==> config.mk <==
export PLATFORM = sky130hd
export DESIGN_NAME = control_fsm
export DESIGN_NICKNAME = d
export VERILOG_FILES = /design/src/rtl/control_fsm.sv
export SDC_FILE = /design/constraint.sdc
export NUM_CORES = 1
export LEC_CHECK = 0
export BUFFER_PORTS_ARGS = -buffer_cell sky130_fd_sc_hd__buf_2
export CAP_MARGIN = 20
export CORE_AREA = 8 8 45 47
export DETAILED_ROUTE_END_ITERATION = 8
export DIE_AREA = 0 0 53 55
export GPL_TIMING_DRIVEN = 0
export PLACE_DENSITY = 0.67
export SYNTH_ARGS = -nofsm -noshare
export SYNTH_HDL_FRONTEND = slang
export SYNTH_SLANG_ARGS = --single-unit
==> constraint.sdc <==
create_clock -name clk -period 3.4 [get_ports clk]
set_input_delay 0.17 -clock clk [delete_from_list [all_inputs] [get_ports clk]]
set_output_delay 0.17 -clock clk [all_outputs]
set_load 0.01 [all_outputs]
==> src/rtl/control_fsm.sv <==
// rtl/control_fsm.sv - multi-cycle fetch/decode/execute/mem/writeback control sequencer
//
// Steps each instruction through FETCH, DECODE, EXECUTE, MEM and WRITEBACK and
// drives the datapath strobes. Conditional branches read the stored zero and
// parity flags. This block is the only writer of flag_write_enable.
//
// Optional feature macro: CTRL_MEM_WAIT_EN
//   defined   - mem_ready port exists; FETCH and MEM stall until mem_ready=1.
//   undefined - no mem_ready port; every memory access completes in one cycle.
//
// Ports:
//   clk               in  1  clock
//   rst               in  1  asynchronous active-high reset
//   start             in  1  leave IDLE/HALT and begin fetching
//   opcode            in  4  IR opcode field, valid from DECODE onward
//   z_flag, p_flag    in  1  stored zero / parity flags
//   mem_ready         in  1  memory access complete (CTRL_MEM_WAIT_EN only)
//   ir_write          out 1  load IR
//   pc_inc, pc_load   out 1  PC increment / PC branch load
//   reg_write         out 1  register-file write
//   flag_write_enable out 1  flags register update
//   alu_op            out 3  ADD=0 SUB=1 AND=2 OR=3 XOR=4
//   mem_read          out 1  memory read
//   mem_write         out 1  memory write
//   halted            out 1  in HALT
//   illegal_op        out 1  sticky: last decode hit an undefined opcode
//   state             out 3  current state encoding

module control_fsm (
    input  logic       clk,
    input  logic       rst,
    input  logic       start,
    input  logic [3:0] opcode,
    input  logic       z_flag,
    input  logic       p_flag,
`ifdef CTRL_MEM_WAIT_EN
    input  logic       mem_ready,
`endif
    output logic       ir_write,
    output logic       pc_inc,
    output logic       pc_load,
    output logic       reg_write,
    output logic       flag_write_enable,
    output logic [2:0] alu_op,
    output logic       mem_read,
    output logic       mem_write,
    output logic       halted,
    output logic       illegal_op,
    output logic [2:0] state
);

    typedef enum logic [2:0] {
        S_IDLE      = 3'd0,
        S_FETCH     = 3'd1,
        S_DECODE    = 3'd2,
        S_EXECUTE   = 3'd3,
        S_MEM       = 3'd4,
        S_WRITEBACK = 3'd5,
        S_HALT      = 3'd6
    } state_t;

    state_t r_state;
    logic   r_illegal;

    logic   w_mem_ready;
    logic   w_is_alu;
    logic   w_is_branch;
    logic   w_is_load;
    logic   w_is_store;
    logic   w_is_nop;
    logic   w_is_halt;
    logic   w_taken;

`ifdef CTRL_MEM_WAIT_EN
    assign w_mem_ready = mem_ready;
`else
    assign w_mem_ready = 1'b1;
`endif

    assign w_is_nop    = (opcode == 4'h0);
    assign w_is_alu    = (opcode >= 4'h1) && (opcode <= 4'h5);
    assign w_is_load   = (opcode == 4'h6);
    assign w_is_store  = (opcode == 4'h7);
    assign w_is_branch = (opcode >= 4'h8) && (opcode <= 4'hB);
    assign w_is_halt   = (opcode == 4'hF);

    // Branch condition from the currently stored flags.
    always_comb begin
        w_taken = 1'b0;
        case (opcode)
            4'h8:    w_taken = z_flag;
            4'h9:    w_taken = ~z_flag;
            4'hA:    w_taken = p_flag;
            4'hB:    w_taken = 1'b1;
            default: w_taken = 1'b0;
        endcase
    end

    always_ff @(posedge clk or posedge rst) begin
        if (rst) begin
            r_state   <= S_IDLE;
            r_illegal <= 1'b0;
        end else begin
            case (r_state)
                S_IDLE: begin
                    if (start) r_state <= S_FETCH;
                end
                S_FETCH: begin
                    if (w_mem_ready) r_state <= S_DECODE;
                end
                S_DECODE: begin
                    if (w_is_alu || w_is_branch) begin
                        r_state <= S_EXECUTE;
                    end else if (w_is_load || w_is_store) begin
                        r_state <= S_MEM;
                    end else if (w_is_nop) begin
                        r_state <= S_FETCH;
                    end else if (w_is_halt) begin
                        r_state <= S_HALT;
                    end else begin
                        // C, D, E: undefined opcodes park the sequencer.
                        r_state   <= S_HALT;
                        r_illegal <= 1'b1;
                    end
                end
                S_EXECUTE: begin
                    r_state <= w_is_alu ? S_WRITEBACK : S_FETCH;
                end
                S_MEM: begin
                    if (w_mem_ready) r_state <= w_is_load ? S_WRITEBACK : S_FETCH;
                end
                S_WRITEBACK: begin
                    r_state <= S_FETCH;
                end
                S_HALT: begin
                    if (start) begin
                        r_state   <= S_FETCH;
                        r_illegal <= 1'b0;
                    end
                end
                // Encoding 7 is never entered; recover to IDLE.
                default: r_state <= S_IDLE;
            endcase
        end
    end

    // Strobes decode straight from the registered state, so an asynchronous
    // reset drops them in the same cycle.
    always_comb begin
        ir_write          = 1'b0;
        pc_inc            = 1'b0;
        pc_load           = 1'b0;
        reg_write         = 1'b0;
        flag_write_enable = 1'b0;
        alu_op            = 3'd0;
        mem_read          = 1'b0;
        mem_write         = 1'b0;
        case (r_state)
            S_FETCH: begin
                mem_read = 1'b1;
                ir_write = w_mem_ready;
                pc_inc   = w_mem_ready;
            end
            S_EXECUTE: begin
                if (w_is_alu) begin
                    flag_write_enable = 1'b1;
                    case (opcode)
                        4'h1:    alu_op = 3'd0;
                        4'h2:    alu_op = 3'd1;
                        4'h3:    alu_op = 3'd2;
                        4'h4:    alu_op = 3'd3;
                        4'h5:    alu_op = 3'd4;
                        default: alu_op = 3'd0;
                    endcase
                end else if (w_is_branch) begin
                    pc_load = w_taken;
                end
            end
            S_MEM: begin
                mem_read  = w_is_load;
                mem_write = w_is_store;
            end
            S_WRITEBACK: begin
                reg_write = 1'b1;
            end
            default: ;
        endcase
    end

    assign halted     = (r_state == S_HALT);
    assign illegal_op = r_illegal;
    assign state      = r_state;

endmodule

; After elaboration in Yosys (flattened, before gate mapping)
; Index checks and enable logic that the tools add are counted.
[op_classes]
n_reduce_logical = 9
eq_ne = 23
bitwise_logic = 1
n_lt_le_gt_ge = 4
muxes = 26
[op_table]
columns = operator, n
row1 = $mux W3, 8
row2 = $eq A4 B4 Y1 const B, 5
row3 = $pmux W3 S6, 1
row4 = $eq A4 B3 Y1 const B, 4
row5 = $mux W1, 13
row6 = $pmux W3 S4, 1
row7 = $ne A2 B2 Y1 const B, 5
row8 = $eq A3 B3 Y1 const B, 3
row9 = $eq A4 B2 Y1 const B, 2
row10 = $eq A3 B2 Y1 const B, 2
row11 = $reduce_and A6 Y1, 1
row12 = $ge A4 B1 Y1 const B, 1
row13 = $ge A4 B4 Y1 const B, 1
row14 = $le A4 B3 Y1 const B, 1
row15 = $le A4 B4 Y1 const B, 1
row16 = $logic_not A4 Y1, 1
row17 = $pmux W1 S2, 2
row18 = $pmux W1 S4, 1
row19 = $eq A3 B1 Y1 const B, 1
row20 = $logic_not A3 Y1, 1
row21 = $logic_and A1 B1 Y1, 2
row22 = $logic_or A1 B1 Y1, 2
row23 = $ne A2 B1 Y1 const B, 1
row24 = $reduce_bool A2 Y1, 1
row25 = other kinds (2), 2
[totals]
out_inout_bits = 15
ff_bits = 4

; Depth between registers and ports, before layout
[depth]
ltp_word = 6
ltp_mapped = 5
mapped_depth_nobuf = 3

; Least setup slack after synthesis
; No wires, ideal clock.
[synth_timing]
path_kind = register to output
startpoint = reg r_state[0], in the netlist state[0]
endpoint = out mem_read
required_ns = 3.230
arrival_time_ns = 1.150
path_buffers = 0
slack_ns = 2.080
path_stages_with_launch = 4
cell_sequence = dfrtp_1 nand4bb_1 or3_1 nand2_1
[synth_via]
elab_chain_len = 2
word_cells_on_any_way = 3
cone_classes = 2 x eq/ne / 1 x mux
[synth_lines]
columns = element, line_no
row1 = "start, declared", 62  ; state_t r_state;
row2 = "start signal, assigned", 127  ; r_state <= w_is_alu ? S_WRITEBACK : S_FETCH;
row3 = "start signal, assigned", 130  ; if (w_mem_ready) r_state <= w_is_load ? S_WRITEBACK : S_FETCH;
row4 = $eq A3 B3 Y1 or $eq A3 B1 Y1 (tied branches), 158  ; case (r_state)
row5 = $pmux W1 S2 *, 158
row6 = "end, declared", 45  ; output logic mem_read,
; Every way passes the cells marked *; elsewhere a longest branch is shown, timed or not.

; Final worst setup path
; Ends and elaborated chain as after synthesis.

==> impl_summary.txt <==
----------------------------------------------------
[STA]
  Shortest clock period the worst path allows after layout ... 1.68 ns
  Setup Total Neg Slack ... 0 ns
  Pins over their slew limit ... 0
  Max-slew headroom at the worst pin ... 0.816
  Unrepaired setup endpoints after global routing ... no
  Transition time at the pin with the least slew margin ... 0.276 ns
  Fin crit share ... 0.493
  Final hold viol count ... 0
  Number of setup violations in the final report ... 0
  Top achievable clock speed ... 0.597 GHz
  Clock Skews ... 0.00447 ns

[Place]
  Number of placed instances, taps included ... 86
  Count of buffers from port buffering ... 21
  GP Congestion ... 0.791
  Final HPWL from detailed placement ... 931 um
  Instance area after placement ... 529 um2

[Die]
  Area of the placeable core ... 1380 um2
  Initial cell density of the core ... 0.292
  Die Ht ... 55 um
  Die span in x ... 53 um
  Die outline area ... 2920 um2
  Number of I/O pins ... 24
  Number of core rows ... 14

[Worst setup path]
  Worst-path fanout max ... 10
  Internal reg-to-reg setup slack ... 2.13 ns
  Type of the setup path with the least slack ... reg -> out
  FF-to-FF End ... state[2]
  Number of cells on the worst reg-to-reg path ... 3
  Kind of start point of the critical path ... flop
  Reg-to-reg critical path startpoint ... state[0]
  Endpoint arrival time on the critical path ... 1.51 ns
  Critical Path Sink Type ... primary output
  Worst EP required ... 3.23 ns

[Synthesis]
  Cells after synthesis ... 49
  Yosys warning count ... 0
  Post-synthesis instance area ... 404 um2
  Share of the yosys chip area belonging to registers ... 0.248
  Number of distinct library cells after synthesis ... 25
  Synth Area in XOR/XNOR ... 0.0650
  Post-synthesis share of cell area spent on full adders, half adders and majority gates ... 0
  Mean post-synth cell area ... 8.25 um2
  Combinational family with the most area after synthesis ... simple AND/OR/NAND/NOR gates
  Synth Area in Compound Gates ... 0.118
  Mux cell area share after synthesis ... 0
  Nets in the synthesized netlist ... 58
  Yosys reg bits ... 4
  Simple-gate portion of the synthesized area ... 0.471

[Clock network]
  Root Buffer Master ... clkbuf_4
  TritonCTS Sinks ... 4
  Total number of H-tree levels ... 1
  Inserted Clock Buffers ... 3
  Clock edge transition at the registers on the reported setup and hold paths ... 0.04 ns
  Clock latency of the later-clocked register in the worst-skew pair ... 0.24 ns
  Maximum count of clock buffers along a single path ... 2
  Cts repair resizes ... 0
  Clock tree from TritonCTS ... done

[GRT]
  Largest net degree at the start of global routing ... 11
  First-pass GRT wire length ... 1950 um
  Residual overflow from global routing ... 0
  Number of antenna violations at the first check in global routing ... 0
  Vias in the first global route ... 471
  Tot GR Track Use ... 0.0842

[Layout]
  Most frequent cells in the layout ... buf_2 (23), nand2_1 (6), nand2b_1 (4), dfrtp_1 (4)
  Number of non-filler instances in the completed layout ... 90
  Share of final-layout standard cells stronger than drive strength 1 ... 0.432
  Leading cell type in the layout, fill and taps excluded ... buf_2
  Post-route cell area ... 562 um2
  Final-stage net count ... 85
  Signed area change from the synthesized netlist to the final layout ... 39.0%
  Antenna fix cells ... 0

[Drt]
  Number of iterations in the first detailed-routing pass ... 3
  Antenna Nets Post-Route ... 0
  Met3 wirelength from detailed routing ... 100 um
  Detailed-route wire length ... 1160 um
  DRC violation count after routing ... 0
  Met1 routed wirelength after detailed routing ... 502 um
  DR WL met2 ... 560 um
  Initial drt markers ... 7
  Via density ... 5.01
  Uppermost metal layer occupied by signal nets ... met3
  Average wire per standard cell ... 12.9 um
  Vias ... 451

[Pwr]
  Leakage power total ... 0.291 nW
  Total power per unit cell area ... 673 nW/um2
  Peak supply drop ... 0.000144 V

[Min path]
  Hold Startpoint ... start
  Hold Path Stages ... 3
  End point of the most critical hold path ... state[0]
  Hold/Removal Path Class ... in -> reg

[Run status]
  Outcome ... finished clean

[Job]
  Number of violations of the max-capacitance limit ... 0

----------------------------------------------------
[metrics by stage]
step	hold WS [ns]	setup slack [ns]	total power, W	util
6_report	0.214	1.72	0.000378	0.406
3_3_place_gp	0.0520	1.97	0.000323	0.382
5_1_grt	0.209	1.62	0.000416	0.406
3_5_place_dp	0.0521	1.95	0.000327	0.382
4_1_cts	0.208	1.69	0.000391	0.406
2_1_floorplan	-0.0639	2.08	0.000241	-
[registers in the layout (all words and copies together) (netlist names)]
register,flops
state,3
illegal_op,1
[worst max-delay path by stage]
stage	start	depth (start not counted)	endpoint
2_1_floorplan	state[0]	3	mem_read
5_1_grt	state[0]	4	mem_read
3_3_place_gp	state[0]	4	mem_read
4_1_cts	state[0]	4	mem_read
3_5_place_dp	state[0]	4	mem_read
6_report	state[0]	4	mem_read
[Yosys cell counts]
| master | instances | area [um2] |
|---|---|---|
| dfrtp_1 | 4 | 100 |
| a21boi_1 | 1 | 7.51 |
| buf_2 | 2 | 10.0 |
| xor2_1 | 1 | 8.76 |
| xnor2_1 | 2 | 17.5 |
| o311ai_1 | 1 | 8.76 |
| inv_1 | 3 | 11.3 |
| nand4_1 | 1 | 6.26 |
| nand4bb_1 | 3 | 33.8 |
| a32o_1 | 1 | 10.0 |
| buf_4 | 1 | 7.51 |
| nor3_1 | 2 | 10.0 |
| nand2_1 | 6 | 22.5 |
| o22ai_1 | 1 | 6.26 |
| and4bb_2 | 1 | 12.5 |
| nand2b_1 | 4 | 25.0 |
| nor2_1 | 3 | 11.3 |
| or2_0 | 1 | 6.26 |
| nor4b_2 | 1 | 15.0 |
| nand3b_1 | 2 | 15.0 |
| buf_6 | 1 | 11.3 |
| and3b_2 | 2 | 20.0 |
| or3_1 | 2 | 12.5 |
| o21ai_0 | 1 | 5.00 |
| a21oi_1 | 2 | 10.0 |
[critical path, stage by stage (launching register included)]
cell,delay [ns]
dfrtp_1,0.46
nand4bb_1,0.24
or3_1,0.39
nand2_1,0.07
buf_2,0.12
[area by class of cell]
| cell class | count | area [um2] |
|---|---|---|
| fill | 154 | 822 |
| multi-input combinational | 38 | 264 |
| timing repair buffer | 22 | 115 |
| sequential | 4 | 100 |
| buffer | 4 | 28.8 |
| clock buffer | 3 | 22.5 |
| tap | 16 | 20.0 |
| inverter | 3 | 11.3 |
[report_power, final]
group,switching (W),total (W),leakage [nW],internal [W]
registers,0.0000301,0.000101,0.0484,0.0000710
logic,0.000109,0.000218,0.229,0.000109
clock network,0.0000191,0.0000585,0.0138,0.0000394
[layer usage]
layer | vias up | global-route usage
met5 | - | 0
met4 | 0 | 0.0129
met3 | 0 | 0.0348
met2 | 17 | 0.143
met1 | 211 | 0.0991
li1 | 223 | -
[cells by family (layout without fill, tap and decap cells)]
logic type / after synthesis / after routing
AND/OR/NAND/NOR: 28 / 28
flip-flops: 4 / 4
buffers and inverters: 7 / 32
XOR/XNOR: 3 / 3
AO/OA/AOI/OAI: 7 / 7
[timing repair]
action,4_1_cts,5_1_grt
hold buffers,1,0
setup buffers,0,0
endpoints found under the setup margin,0,0
hold endpoints to repair,4,0
Power figures use the tool's default switching activity.
